$ cat src/rtl/softmax_argmax_classifier_if.sv
// Score stream and classification result handshake for softmax_argmax_classifier.
// The master side drives the per-class score beats and accepts the result.
// The slave side is the classifier.
interface softmax_argmax_classifier_if #(
  parameter int DATA_WIDTH = 32,
  parameter int IDX_WIDTH  = 4
);
  logic                  valid_in;
  logic [DATA_WIDTH-1:0] data_in;
  logic                  result_ready;
  logic                  result_valid;
  logic [IDX_WIDTH-1:0]  class_idx;
  logic [DATA_WIDTH-1:0] class_score;

  modport master (
    output valid_in, data_in, result_ready,
    input  result_valid, class_idx, class_score
  );

  modport slave (
    input  valid_in, data_in, result_ready,
    output result_valid, class_idx, class_score
  );
endinterface

$ cat src/rtl/softmax_argmax_classifier.sv
// softmax_argmax_classifier: consumes CLASS_NUM serial softmax scores per
// vector, tracks the running maximum and its class index, and presents the
// winning class through a valid/ready handshake.
// Optional feature macro: ARGMAX_TOP2_EN adds runner-up tracking with the
// second_idx and margin outputs.
module softmax_argmax_classifier #(
  parameter int DATA_WIDTH = 32,
  parameter int CLASS_NUM  = 10,
  parameter int IDX_WIDTH  = 4
) (
  input  logic                   clk,
  input  logic                   rst,
  input  logic                   flush,
  softmax_argmax_classifier_if.slave bus,
  output logic                   busy,
`ifdef ARGMAX_TOP2_EN
  output logic [IDX_WIDTH-1:0]   second_idx,
  output logic [DATA_WIDTH-1:0]  margin,
`endif
  output logic                   drop_err
);

  localparam logic [IDX_WIDTH-1:0] LAST_IDX = IDX_WIDTH'(CLASS_NUM - 1);

  typedef enum logic [1:0] {
    IDLE    = 2'd0,
    COLLECT = 2'd1,
    RESULT  = 2'd2
  } state_t;

  state_t                state;
  logic [IDX_WIDTH-1:0]  cnt;
  logic [DATA_WIDTH-1:0] max_q;
  logic [IDX_WIDTH-1:0]  max_idx_q;
  logic [DATA_WIDTH-1:0] nxt_max;
  logic [IDX_WIDTH-1:0]  nxt_idx;

`ifdef ARGMAX_TOP2_EN
  logic [DATA_WIDTH-1:0] second_q;
  logic [IDX_WIDTH-1:0]  second_idx_q;
  logic [DATA_WIDTH-1:0] nxt_second;
  logic [IDX_WIDTH-1:0]  nxt_second_idx;
`endif

  assign busy = (state != IDLE);

  // Running maximum including the current beat; strict compare keeps the earlier index on ties.
  always_comb begin
    nxt_max = max_q;
    nxt_idx = max_idx_q;
    if (bus.data_in > max_q) begin
      nxt_max = bus.data_in;
      nxt_idx = cnt;
    end
  end

`ifdef ARGMAX_TOP2_EN
  // Runner-up including the current beat: a displaced max becomes second, otherwise a strictly larger score replaces it.
  always_comb begin
    nxt_second     = second_q;
    nxt_second_idx = second_idx_q;
    if (bus.data_in > max_q) begin
      nxt_second     = max_q;
      nxt_second_idx = max_idx_q;
    end else if (bus.data_in > second_q) begin
      nxt_second     = bus.data_in;
      nxt_second_idx = cnt;
    end
  end
`endif

  // Vector collection, result presentation and handshake state machine.
  always_ff @(posedge clk or posedge rst) begin
    if (rst) begin
      state            <= IDLE;
      cnt              <= '0;
      max_q            <= '0;
      max_idx_q        <= '0;
      bus.result_valid <= 1'b0;
      bus.class_idx    <= '0;
      bus.class_score  <= '0;
      drop_err         <= 1'b0;
`ifdef ARGMAX_TOP2_EN
      second_q         <= '0;
      second_idx_q     <= '0;
      second_idx       <= '0;
      margin           <= '0;
`endif
    end else begin
      drop_err <= 1'b0;
      if (flush) begin
        state            <= IDLE;
        cnt              <= '0;
        max_q            <= '0;
        max_idx_q        <= '0;
        bus.result_valid <= 1'b0;
        bus.class_idx    <= '0;
        bus.class_score  <= '0;
`ifdef ARGMAX_TOP2_EN
        second_q         <= '0;
        second_idx_q     <= '0;
        second_idx       <= '0;
        margin           <= '0;
`endif
      end else begin
        case (state)
          IDLE: begin
            if (bus.valid_in) begin
              max_q     <= bus.data_in;
              max_idx_q <= '0;
              cnt       <= IDX_WIDTH'(1);
              state     <= COLLECT;
`ifdef ARGMAX_TOP2_EN
              second_q     <= '0;
              second_idx_q <= '0;
`endif
            end
          end
          COLLECT: begin
            if (bus.valid_in) begin
              max_q     <= nxt_max;
              max_idx_q <= nxt_idx;
`ifdef ARGMAX_TOP2_EN
              second_q     <= nxt_second;
              second_idx_q <= nxt_second_idx;
`endif
              if (cnt == LAST_IDX) begin
                state            <= RESULT;
                bus.result_valid <= 1'b1;
                bus.class_idx    <= nxt_idx;
                bus.class_score  <= nxt_max;
`ifdef ARGMAX_TOP2_EN
                second_idx       <= nxt_second_idx;
                margin           <= nxt_max - nxt_second;
`endif
              end else begin
                cnt <= cnt + 1'b1;
              end
            end
          end
          RESULT: begin
            if (bus.result_ready) begin
              bus.result_valid <= 1'b0;
              if (bus.valid_in) begin
                max_q     <= bus.data_in;
                max_idx_q <= '0;
                cnt       <= IDX_WIDTH'(1);
                state     <= COLLECT;
`ifdef ARGMAX_TOP2_EN
                second_q     <= '0;
                second_idx_q <= '0;
`endif
              end else begin
                cnt   <= '0;
                state <= IDLE;
              end
            end else if (bus.valid_in) begin
              drop_err <= 1'b1;
            end
          end
          default: begin
            state <= IDLE;
            cnt   <= '0;
          end
        endcase
      end
    end
  end

endmodule

$ cat src/flat_wrapper.sv
// flat-port wrapper written by rule: the top's interface ports become plain ports
module softmax_argmax_classifier_flat 
#(
  parameter int DATA_WIDTH = 32,
  parameter int CLASS_NUM  = 10,
  parameter int IDX_WIDTH  = 4
)
  (clk, rst, flush, busy, drop_err, bus_valid_in, bus_data_in, bus_result_ready, bus_result_valid, bus_class_idx, bus_class_score);
  softmax_argmax_classifier_if #(.DATA_WIDTH(DATA_WIDTH), .IDX_WIDTH(IDX_WIDTH)) bus_i ();
  input  logic clk;
  input  logic rst;
  input  logic flush;
  output logic busy;
  output logic drop_err;
  input wire logic [$bits(bus_i.valid_in)-1:0] bus_valid_in;
  input wire logic [$bits(bus_i.data_in)-1:0] bus_data_in;
  input wire logic [$bits(bus_i.result_ready)-1:0] bus_result_ready;
  output wire logic [$bits(bus_i.result_valid)-1:0] bus_result_valid;
  output wire logic [$bits(bus_i.class_idx)-1:0] bus_class_idx;
  output wire logic [$bits(bus_i.class_score)-1:0] bus_class_score;
  assign bus_i.valid_in = bus_valid_in;
  assign bus_i.data_in = bus_data_in;
  assign bus_i.result_ready = bus_result_ready;
  assign bus_result_valid = bus_i.result_valid;
  assign bus_class_idx = bus_i.class_idx;
  assign bus_class_score = bus_i.class_score;
  softmax_argmax_classifier #(.DATA_WIDTH(DATA_WIDTH), .CLASS_NUM(CLASS_NUM), .IDX_WIDTH(IDX_WIDTH)) u_core (.clk(clk), .rst(rst), .flush(flush), .bus(bus_i), .busy(busy), .drop_err(drop_err));
endmodule
$ cat config.mk
export PLATFORM = sky130hd
export DESIGN_NAME = softmax_argmax_classifier_flat
export DESIGN_NICKNAME = d
export VERILOG_FILES = /design/src/rtl/softmax_argmax_classifier_if.sv /design/src/rtl/softmax_argmax_classifier.sv /design/src/flat_wrapper.sv
export SDC_FILE = /design/constraint.sdc
export NUM_CORES = 1
export LEC_CHECK = 0
export ABC_AREA = 1
export BUFFER_PORTS_ARGS = -buffer_cell sky130_fd_sc_hd__buf_2
export CAP_MARGIN = 5
export CORE_ASPECT_RATIO = 1.2
export CORE_UTILIZATION = 51
export CTS_CLUSTER_DIAMETER = 50
export CTS_CLUSTER_SIZE = 28
export DETAILED_ROUTE_END_ITERATION = 6
export GPL_TIMING_DRIVEN = 1
export PLACE_DENSITY = 0.76
export SLEW_MARGIN = 20
export SYNTH_ARGS = -nofsm -noshare
export SYNTH_HDL_FRONTEND = slang
export SYNTH_SLANG_ARGS = --single-unit
$ cat constraint.sdc
create_clock -name clk -period 2.4 [get_ports clk]
set_input_delay 0.36 -clock clk [delete_from_list [all_inputs] [get_ports clk]]
set_output_delay 0.36 -clock clk [all_outputs]
set_load 0.01 [all_outputs]
== Yosys cells after proc, flatten, opt, wreduce, memory -nomap -nowiden ==
Index checks and enable logic that the tools add are counted.
W data, S select, Z words.

* Logic and storage cells: 73
* Output and inout bits: 39
* Register bits after elaboration: 80

* Order comparisons: 1
* Reductions and logical operators: 12
* Multiplexer cells: 43
* $add $sub $neg: 1
* Equal/unequal tests: 8

{| class="wikitable"
|+ Operators with widths
! operator !! count
|-
| $mux W32 || 9
|-
| $pmux W32 S3 || 1
|-
| $mux W4 || 14
|-
| $gt A32 B32 Y1 || 1
|-
| $pmux W4 S3 || 2
|-
| $ne A3 B3 Y1 const B || 4
|-
| $reduce_and A4 Y1 || 3
|-
| $mux W1 || 10
|-
| $mux W2 || 5
|-
| $reduce_bool A2 Y1 || 4
|-
| $pmux W2 S3 || 1
|-
| $reduce_and A3 Y1 || 2
|-
| $add A4 B1 Y4 const B || 1
|-
| $eq A4 B4 Y1 const B || 1
|-
| $reduce_bool A4 Y1 || 1
|-
| $ne A3 B2 Y1 const B || 1
|-
| $reduce_bool A3 Y1 || 1
|-
| $eq A2 B1 Y1 const B || 1
|-
| $eq A2 B2 Y1 const B || 1
|-
| $logic_not A2 Y1 || 1
|-
| $pmux W1 S2 || 1
|}

== Depth between registers and ports, before layout ==
Gate-level depths: netlist of the first run.

* Depth after elaboration: 6
* Gate-level depth with buffers: 20

== Worst setup path before layout of the first run ==
Ideal clock, no wire load.

* Path kind: register -> register
* From: register u_core.max_q[31]
* To: register u_core.bus.class_score[0]
* Path buffers: 2
* Clock period less this slack: 1.913 ns
* Library setup time: 0.132 ns
* Stages on the path, launching flop included: 14
* Path slack: 0.487 ns
* Data arrival time: 1.781 ns
* Path through: dfrtp_1 -> inv_1 -> ha_1 -> a21oi_1 -> o21a_1 -> nand2_1 -> a21oi_1 -> nand2_4 -> nand2_4 -> buf_6 -> buf_6 -> nand2_1 -> o21ai_1 -> o21ai_1

* Longest elaborated chain between the ends: 6

{| class="wikitable"
|+ Ends and longest elaborated chain
! item !! RTL line !! RTL
|-
| start, declared || softmax_argmax_classifier.sv:33 || <nowiki>logic [DATA_WIDTH-1:0] max_q;</nowiki>
|-
| start signal, assigned || softmax_argmax_classifier.sv:109 || <nowiki>max_q <= bus.data_in;</nowiki>
|-
| start signal, assigned || softmax_argmax_classifier.sv:121 || <nowiki>max_q <= nxt_max;</nowiki>
|-
| start signal, assigned || softmax_argmax_classifier.sv:145 || <nowiki>max_q <= bus.data_in;</nowiki>
|-
| $gt A32 B32 Y1 || softmax_argmax_classifier.sv:51 || <nowiki>if (bus.data_in > max_q) begin</nowiki>
|-
| $mux W32 || softmax_argmax_classifier.sv:51 ||
|-
| $mux W32 || softmax_argmax_classifier.sv:127 || <nowiki>if (cnt == LAST_IDX) begin</nowiki>
|-
| $mux W32 || softmax_argmax_classifier.sv:120 || <nowiki>if (bus.valid_in) begin</nowiki>
|-
| $mux W32 || softmax_argmax_classifier.sv:106 || <nowiki>case (state)</nowiki>
|-
| $mux W32 || softmax_argmax_classifier.sv:91 || <nowiki>if (flush) begin</nowiki>
|-
| end signal, assigned || softmax_argmax_classifier.sv:131 || <nowiki>bus.class_score <= nxt_max;</nowiki>
|-
| end, declared || softmax_argmax_classifier_if.sv:22 || <nowiki>output result_valid, class_idx, class_score</nowiki>
|}

Every way passes these cells. The select of a mux whose other input is x is not followed.
A chain may end at the register's enable or synchronous reset.

== Worst setup path in the final report of the first run ==
* From: register u_core.max_q[23]
* To: register u_core.bus.class_score[18]

Same word-level chain as after synthesis.

==> flow_summary.ini, run 1 <==
[logic_synthesis]
synth_area_mm2 = 0.00456
synth_area_leader_cell = dfrtp_1
synthDistinctLibCells = 26
synth_area_leaders = dfrtp_1, o21ai_1, nand2_1
synth-seq-cells = 80
seq_area_frac_synth_pct = 43.9
synth_ff_type = dfrtp_1
yosysWarningCount = 0
syn_inst = 582
synth_top_area_share_pct = 43.9
syn_area_per_cell_um2 = 7.84
syn-num-nets = 653
synth_edf_count = 0
async_reset_ff_share_pct = 100

[pwr]
power_switching_mw = 1.61
clockPowerShare_pct = 22.0
seq_power_share_pct = 38.5
switching_share_pct = 39.2
p_leak_nw = 2.72
comb_power_share_pct = 39.6
vdd_drop_max_uv = 480
p_int_mw = 2.50
p_per_area_mw_per_mm2 = 779
power_mw = 4.12

[min_path]
hold_path.class = in -> reg
min_from = bus_valid_in

[drt]
first_pass_iters = 5
avgRoutedWirePerCell_um = 13.9
wirelength_um = 10700
vias = 4187
viasPerCell = 5.40
antenna_left = 0
drc = 0
drt_first_iter_violations = 261

[timing]
setup_viol_count_final = 0
relSlewSlack_pct = 64.7
fin_skew_ns = 0.0102
maxSlewViolCount = 0
max_freq_mhz = 442
fin_ws_ns = 0.139
finalCritPeriodShare_pct = 94.2
period_needed_ns = 2.26
hold_viol = 0
tightest_slew_ns = 0.528

[critical_path]
critPathLaunch = u_core.max_q[23]
crit_slowest_cell = dfrtp_1
cp_top_family = simple AND/OR/NAND/NOR gates
crit_required_ns = 2.63
critical_path_class = reg -> reg
cp_max_fo = 21
critPathLaunchType = flip-flop
crit_path_end_kind = flip-flop
cpPeakStageDelay_ns = 0.35
reg2reg_from = u_core.max_q[23]
arrival_ns = 2.49
crit_buf_inv = 2
path_cells = inv_1 > ha_1 > nand2_1 > nor2_1 > nand4_1 > nor2_1 > nand2_1 > nand2_4 > nand2_4 > buf_12 > o21ai_1 > o21ai_1

[cells_and_area]
syn2layout_area_growth_pct = 15.9
fin_util_pct = 61.4
final_cell_mix = nand2_1, o21ai_1, dfrtp_1, buf_2, inv_1
n_fill_cell = 787
seq_area_mm2 = 0.00200
n_antenna_cell = 0
nets = 725
multiInputGateArea_mm2 = 0.00218
final_common_cell = nand2_1
instances_no_fill = 776
drive_above_1_share_pct = 19.0

[placement]
place_ws_ns = 0.0533
port_buffers = 75
gp_congestion = 0.846
placedCellCount = 759
dp_hpwl_um = 7680

[grt]
overflow = 0
antenna_found_initial = 0
grtUsageTotal_pct = 25.0
grt_pass1_vias = 4116
grt_max_degree = 59
grt_pass1_wl_um = 18200

[status]
status = finished, final reports clean

[job]
drv_cap = 0

[floorplanning]
fp.dieH_um = 106
core-area_mm2 = 0.00861
chipWidth_um = 88.4
start_util_pct = 53.0
io-pin-count = 76
row_count = 37
die_area_mm2 = 0.00933

[clock_tree]
cts_buffer_depth = 2
clkSinkCount = 80
root_buffer = clkbuf_8
cts_buffers = 9
cts_tree = done
post-cts-setup-buffer-count = 0
h-tree-depth = 3
cts.clk_slew.worst_paths_ns = 0.08
insertion_delay_ns = 0.37
==> synth_stat cells (2+ instances only) <==
cell type,count
a21oi_2,2
ha_1,34
inv_1,56
buf_6,3
nand2_4,2
a31oi_1,26
nand2_2,5
buf_2,7
nand2_1,127
dfrtp_1,80
buf_4,4
a21o_1,2
clkbuf_1,13
nand4_1,2
a21oi_1,26
o21ai_1,98
nand3_1,18
nor2_1,53
inv_2,9
o21ai_0,7
nor3_1,3
==> kinds of logic after synthesis <==
logic type	after synthesis	synth area share, %
buffers and inverters	92	8.58
flip-flops	80	43.9
AND/OR/NAND/NOR	211	18.8
adder cells (fa/ha/maj)	34	9.32
AO/OA/AOI/OAI	164	19.2
XOR/XNOR	1	0.192
==> path summary, 6_finish.rpt <==
kind                                         endpoint  slack [ns]  cells past startpoint
max reg2reg                u_core.bus.class_score[18]        0.14                     12
min in group asynchronous     u_core.bus.class_idx[3]        0.53                      3
max                        u_core.bus.class_score[18]        0.14                     12
min                                   u_core.drop_err        0.24                      3
min reg2reg                 u_core.bus.class_score[7]        0.49                      2
max in group asynchronous            u_core.max_q[10]        1.29                      4
==> area by class of cell <==
class / count / share of cell area, %
Inverter: 65 / 4.68
Sequential cell: 80 / 37.8
Multi-Input combinational cell: 410 / 41.2
Clock inverter: 5 / 0.615
Clock buffer: 11 / 2.67
Timing Repair Buffer: 88 / 10.2
Tap cell: 117 / 2.77
==> per-layer routing <==
| metal | global-route usage, % | part of all wire, % |
|---|---|---|
| met1 | 30.8 | 43 |
| met2 | 42.0 | 49 |
| met3 | 3.99 | 5.4 |
| met4 | 12.2 | 2.7 |
| met5 | 0 | 0 |
==> stage by stage <==
stage | TNS [ns] | hold slack [ns] | instance area [µm²]
final | 0 | 0.243 | 5290
after global routing | -0.535 | 0.256 | 5290
after CTS | 0 | 0.229 | 5290
after detailed placement | 0 | 0.382 | 5100
after global placement | 0 | 0.372 | 5100
after floorplan | 0 | 0.459 | 4570
==> timing repair <==
action | CTS | global route
resized for setup | 0 | 1
hold buffers | 1 | 0
setup endpoints to repair | 0 | 44
endpoints found under the hold margin | 15 | 0
==> flip-flops by register name, indices dropped and copies added (netlist names) <==
register / count
u_core.bus.class_score: 32
u_core.bus.class_idx: 4
u_core.cnt: 4
u_core.bus.result_valid: 1
u_core.max_idx_q: 4
u_core.drop_err: 1
u_core.state: 2
u_core.max_q: 32
==> power by group through the flow <==
| stage | Combinational [mW] | Clock [mW] | Sequential, mW |
|---|---|---|---|
| after detailed placement | 1.62 | 0 | 1.61 |
| after floorplan | 1.24 | 0 | 1.59 |
| after CTS | 1.63 | 0.928 | 1.58 |
| after global routing | 1.86 | 0.973 | 1.60 |
| final | 1.63 | 0.904 | 1.59 |
| after global placement | 1.56 | 0 | 1.60 |
==> worst min-delay path, cell delays in order <==
cell and delay (ns):
buf_2 0.13, inv_1 0.05, nor2_1 0.04
No activity file was read; power rests on OpenSTA's default activity.
==> run 2, diff against run 1 <==
--- a/config.mk
+++ b/config.mk
@@ -9,6 +9,7 @@
 export BUFFER_PORTS_ARGS = -buffer_cell sky130_fd_sc_hd__buf_2
 export CAP_MARGIN = 5
 export CORE_ASPECT_RATIO = 1.2
+export CORE_MARGIN = 2
 export CORE_UTILIZATION = 51
 export CTS_CLUSTER_DIAMETER = 50
 export CTS_CLUSTER_SIZE = 28
==> run 2 against run 1 <==
Compared with the run above:
- final area up 0.52%
- global-route usage down 0.56 points
- clock power up 13%
- critical path depth unchanged
- fmax up 2.3%
- sequential cell count unchanged
- power up 3.3%
- sequential power about the same
- clock-buffer cell count up 2
- setup slack better by 0.051 ns
- utilization about the same
- combinational power about the same
- critical path type unchanged
- largest cell class unchanged
- largest power group unchanged
==> flow_summary.ini, run 2 (synthesized netlist as in run 1, its figures left out) <==
[floorplanning]
fp.dieH_um = 108
die_area_mm2 = 0.00972
io-pin-count = 76
chipWidth_um = 90.4
core-area_mm2 = 0.00866
row_count = 37
start_util_pct = 52.7

[clock_tree]
clkSinkCount = 80
h-tree-depth = 3
root_buffer = clkbuf_8
cts_buffer_depth = 2
insertion_delay_ns = 0.37
cts.clk_slew.worst_paths_ns = 0.08
post-cts-setup-buffer-count = 0
hold_buffers = 0
cts_buffers = 9
cts_tree = done

[timing]
finalCritPeriodShare_pct = 92.1
relSlewSlack_pct = 59.5
hold_viol = 0
tightest_slew_ns = 0.606
period_needed_ns = 2.21
fin_skew_ns = 0.0124
fin_ws_ns = 0.191
maxSlewViolCount = 0
fin_setup_tns_ns = 0
hold_ws_ns = 0.0608
max_freq_mhz = 453
rsz0062_at_grt = no
setup_viol_count_final = 0

[pwr]
p_per_area_mw_per_mm2 = 800
p_leak_nw = 2.74
vdd_drop_max_uv = 388
power_mw = 4.26

[status]
status = finished, final reports clean

[critical_path]
critPathLaunchType = flip-flop
cpPeakStageDelay_ns = 0.39
arrival_ns = 2.44
endpoint = u_core.bus.class_score[0]
cp_max_fo = 27
critical_path_depth = 12
reg2reg_to = u_core.bus.class_score[0]
reg2reg_from = u_core.max_q[31]
critPathLaunch = u_core.max_q[31]
reg2reg_setup_slack_ns = 0.19
path_cells = inv_1 > ha_1 > a21oi_1 > o21a_1 > nand2_1 > a21oi_1 > nand2_4 > nand2_4 > buf_12 > nand2_1 > o21ai_1 > o21ai_1
crit_required_ns = 2.63
crit_slowest_cell = dfrtp_1
cp_top_family = compound AO/OA/AOI/OAI gates
crit_buf_inv = 2
crit_path_end_kind = flip-flop
critical_path_class = reg -> reg
reg2regPathDepth = 12

[cells_and_area]
n_antenna_cell = 0
drive_above_1_share_pct = 19.3
top_regs = u_core.bus.class_score (32), u_core.max_q (32)
instances_no_fill = 776
n_fill_cell = 798
seq_area_mm2 = 0.00200
nets = 725
fin_util_pct = 61.4
syn2layout_area_growth_pct = 16.5
final_area_mm2 = 0.00532
final_common_cell = nand2_1
multiInputGateArea_mm2 = 0.00219
final_cell_mix = nand2_1, o21ai_1, dfrtp_1, buf_2, inv_1

[drt]
dr_wl_met3_um = 711
drt-met1-wl_um = 4740
avgRoutedWirePerCell_um = 14.5
top_layer_used = met4
drt_first_iter_violations = 255
antenna_left = 0
vias = 4257
drc = 0
wl_met2_um = 5410
viasPerCell = 5.49
wirelength_um = 11200
first_pass_iters = 6

[job]
drv_cap = 0

[placement]
port_buffers = 75
gp_congestion = 0.866
dp_hpwl_um = 7960
place_ws_ns = 0.0472
placedCellCount = 760
post_dp_cell_area_mm2 = 0.00511

[grt]
grt_pass1_wl_um = 19100
antenna_found_initial = 0
grt_pass1_vias = 4293
grt_max_degree = 40
grtUsageTotal_pct = 24.5
overflow = 0

[min_path]
hold_path.class = in -> async
==> run 2: changes by cell type in the layout (fill, tap and decap cells not counted), sizes merged <==
cell and change:
clkinvlp -3, clkbuf +2, buf +1, dlygate4sd3 -1, bufinv +1
==> run 2: cell type report <==
type                            instances  share of cell area (%)
Tap cell                              117                    2.75
Timing Repair Buffer                   88                    10.1
Multi-Input combinational cell        410                    41.1
Clock buffer                           13                    2.99
Sequential cell                        80                    37.6
Clock inverter                          3                   0.753
Inverter                               65                    4.66
==> run 2: power by group <==
part	leakage [nW]	internal [mW]	switching [mW]	total [mW]
clock network	0.103	0.535	0.481	1.02
logic	1.56	0.590	1.07	1.66
registers	1.08	1.52	0.0667	1.58
total	2.74	2.64	1.61	4.26
==> run 2: worst min path at each step <==
stage	from	endpoint	slack, ns	cells past startpoint
after floorplan	u_core.max_idx_q[0]	u_core.max_idx_q[0]	0.46	2
after global placement	rst	u_core.state[0]	0.46	2
after detailed placement	rst	u_core.state[0]	0.47	2
after CTS	rst	u_core.state[0]	0.07	2
after global routing	rst	u_core.max_q[15]	0.1	2
final	rst	u_core.cnt[0]	0.06	2
==> run 2: routing by layer <==
| metal | up-vias | global-route usage, % |
|---|---|---|
| met1 | 1997 | 30.3 |
| met5 | - | 0 |
| li1 | 2071 | - |
| met3 | 34 | 3.43 |
| met4 | 0 | 13.3 |
| met2 | 155 | 41.6 |
==> run 2: worst reg2reg max path: cells and delay by family, from the launching register on <==
family | cells | cell delay [ns]
AO/OA/AOI/OAI | 5 | 0.72
AND/OR/NAND/NOR | 4 | 0.41
flip-flops | 1 | 0.39
buffers and inverters | 2 | 0.26
adder cells (fa/ha/maj) | 1 | 0.31
==> run 2: what timing repair did <==
action	CTS	global route
setup endpoints to repair	0	61
resized for setup	0	3
hold endpoints to repair	0	0
==> run 3, diff against run 2 <==
--- a/config.mk
+++ b/config.mk
@@ -16,7 +16,7 @@
 export DETAILED_ROUTE_END_ITERATION = 6
 export GPL_TIMING_DRIVEN = 1
 export PLACE_DENSITY = 0.76
-export SLEW_MARGIN = 20
+export REMOVE_ABC_BUFFERS = 1
 export SYNTH_ARGS = -nofsm -noshare
 export SYNTH_HDL_FRONTEND = slang
 export SYNTH_SLANG_ARGS = --single-unit
==> run 3 against run 2 <==
Compared with the run above:
- register-to-register slack improved by 0.07 ns
- highest routed layer unchanged
- sequential power barely moved
- worst hold slack improved by 0.029 ns
- power rose by 3.2%
- utilization rose by 0.45 points
- critical path depth rose by 3
- non-clock buffer count did not move
- setup slack improved by 0.069 ns
==> flow_summary.ini, run 3 (synthesized netlist as in run 1, its figures left out) <==
[cells_and_area]
drive_above_1_share_pct = 18.8
final_common_cell = nand2_1
n_fill_cell = 783
instances_no_fill = 776
top_regs = u_core.bus.class_score (32), u_core.max_q (32)
n_antenna_cell = 0
final_cell_mix = nand2_1, o21ai_1, dfrtp_1, buf_2, inv_1
syn2layout_area_growth_pct = 17.4
nets = 725

[critical_path]
reg2reg_from = u_core.max_q[17]
reg2reg_setup_slack_ns = 0.26
arrival_ns = 2.38
crit_path_end_kind = flip-flop
reg2reg_to = u_core.max_q[15]
critical_path_class = reg -> reg
cp_max_fo = 18
reg2regPathDepth = 15
critPathLaunchType = flip-flop
crit_required_ns = 2.64

[timing]
rsz0062_at_grt = no
tightest_slew_ns = 0.747
relSlewSlack_pct = 50.1
fin_skew_ns = 0.00938
max_freq_mhz = 467
maxSlewViolCount = 0
fin_ws_ns = 0.260
finalCritPeriodShare_pct = 89.2
period_needed_ns = 2.14
hold_viol = 0
setup_viol_count_final = 0

[drt]
drc = 0
wirelength_um = 11200
drt_first_iter_violations = 358
viasPerCell = 5.43
vias = 4212
antenna_left = 0
avgRoutedWirePerCell_um = 14.5
first_pass_iters = 7

[clock_tree]
insertion_delay_ns = 0.37
hold_buffers = 0
clkSinkCount = 80
cts_buffers = 9
cts_resized = 0
cts_buffer_depth = 2
cts.clk_slew.worst_paths_ns = 0.08
post-cts-setup-buffer-count = 0
h-tree-depth = 3
root_buffer = clkbuf_8
cts_tree = done

[floorplanning]
start_util_pct = 52.7
io-pin-count = 76
row_count = 37
fp.dieH_um = 108
core-area_mm2 = 0.00866
die_area_mm2 = 0.00972
chipWidth_um = 90.4

[grt]
grt_max_degree = 42
antenna_found_initial = 0
grtUsageTotal_pct = 25.1
grt_pass1_wl_um = 19400
overflow = 0
grt_pass1_vias = 4219

[job]
drv_cap = 0

[placement]
place_ws_ns = 0.162
placedCellCount = 760
port_buffers = 75
gp_congestion = 0.903
dp_hpwl_um = 7780

[pwr]
seq_power_share_pct = 36.0
p_leak_nw = 2.76
p_per_area_mw_per_mm2 = 820
switching_share_pct = 36.7
clockPowerShare_pct = 27.3
vdd_drop_max_uv = 404
comb_power_share_pct = 36.7
p_int_mw = 2.78
power_switching_mw = 1.61

[min_path]
hold_path.class = in -> async

[status]
status = finished, final reports clean
run 3: stage by stage:
step / instance area [µm²] / hold WS, ns / TNS [ns] / total power, mW / utilization, %
after floorplan: 4420 / 0.459 / -18.74 / 2.73 / -
after global placement: 5120 / 0.466 / 0 / 3.14 / 59.1
after CTS: 5350 / 0.123 / 0 / 4.41 / 61.8
final: 5360 / 0.0899 / 0 / 4.39 / 61.9
after detailed placement: 5120 / 0.474 / 0 / 3.20 / 59.1
after global routing: 5360 / 0.148 / 0 / 4.75 / 61.9
run 3: area by class of cell:
class                      count  area [µm²]  area share [%]
clock buffer                  11         131            2.45
clock inverter                 5         104            1.94
inverter                      65         245            4.58
multi-input combinational    410        2190            40.9
sequential                    80        2000            37.4
tap                          117         146            2.73
timing repair buffer          88         539            10.1
run 3: power groups by stage:
stage                     logic [mW]  clock network [mW]  registers [mW]
after floorplan                 1.14                   0            1.59
after global placement          1.54                   0            1.60
after detailed placement        1.60                   0            1.61
after CTS                       1.61                1.22            1.58
after global routing            1.86                1.29            1.60
final                           1.61                1.20            1.58
run 3: critical path, cell delays in order (launching register included):
cell and delay (ns):
dfrtp_1 0.37, inv_1 0.09, ha_1 0.25, nand2_1 0.06, nand2_1 0.04, nand2_1 0.05, nand2_1 0.05, nand2_1 0.07
nand3_1 0.08, a21oi_1 0.23, nand2_4 0.12, nand2_4 0.10, buf_6 0.19, nand2_1 0.09, o21ai_1 0.13, o21ai_1 0.09
run 3: per-layer routing:
layer	global-route usage, %	part of all wire (%)	vias to the layer above
met2	43.8	50	112
met3	5.60	5.1	25
met1	30.6	43	2003
met5	0	0	-
li1	-	-	2072
met4	9.23	2.0	0
run 3: how the worst max path moves through the flow:
stage | end | slack [ns] | cells after the start | startpoint
5_1_grt | u_core.max_q[15] | 0.05 | 12 | u_core.max_q[23]
6_report | u_core.max_q[15] | 0.26 | 15 | u_core.max_q[17]
4_1_cts | u_core.max_q[15] | 0.22 | 15 | u_core.max_q[17]
2_1_floorplan | u_core.max_q[23] | -0.57 | 7 | u_core.state[0]
3_5_place_dp | u_core.max_q[15] | 0.16 | 15 | bus_data_in[17]
3_3_place_gp | u_core.max_idx_q[1] | 0.22 | 12 | bus_data_in[23]
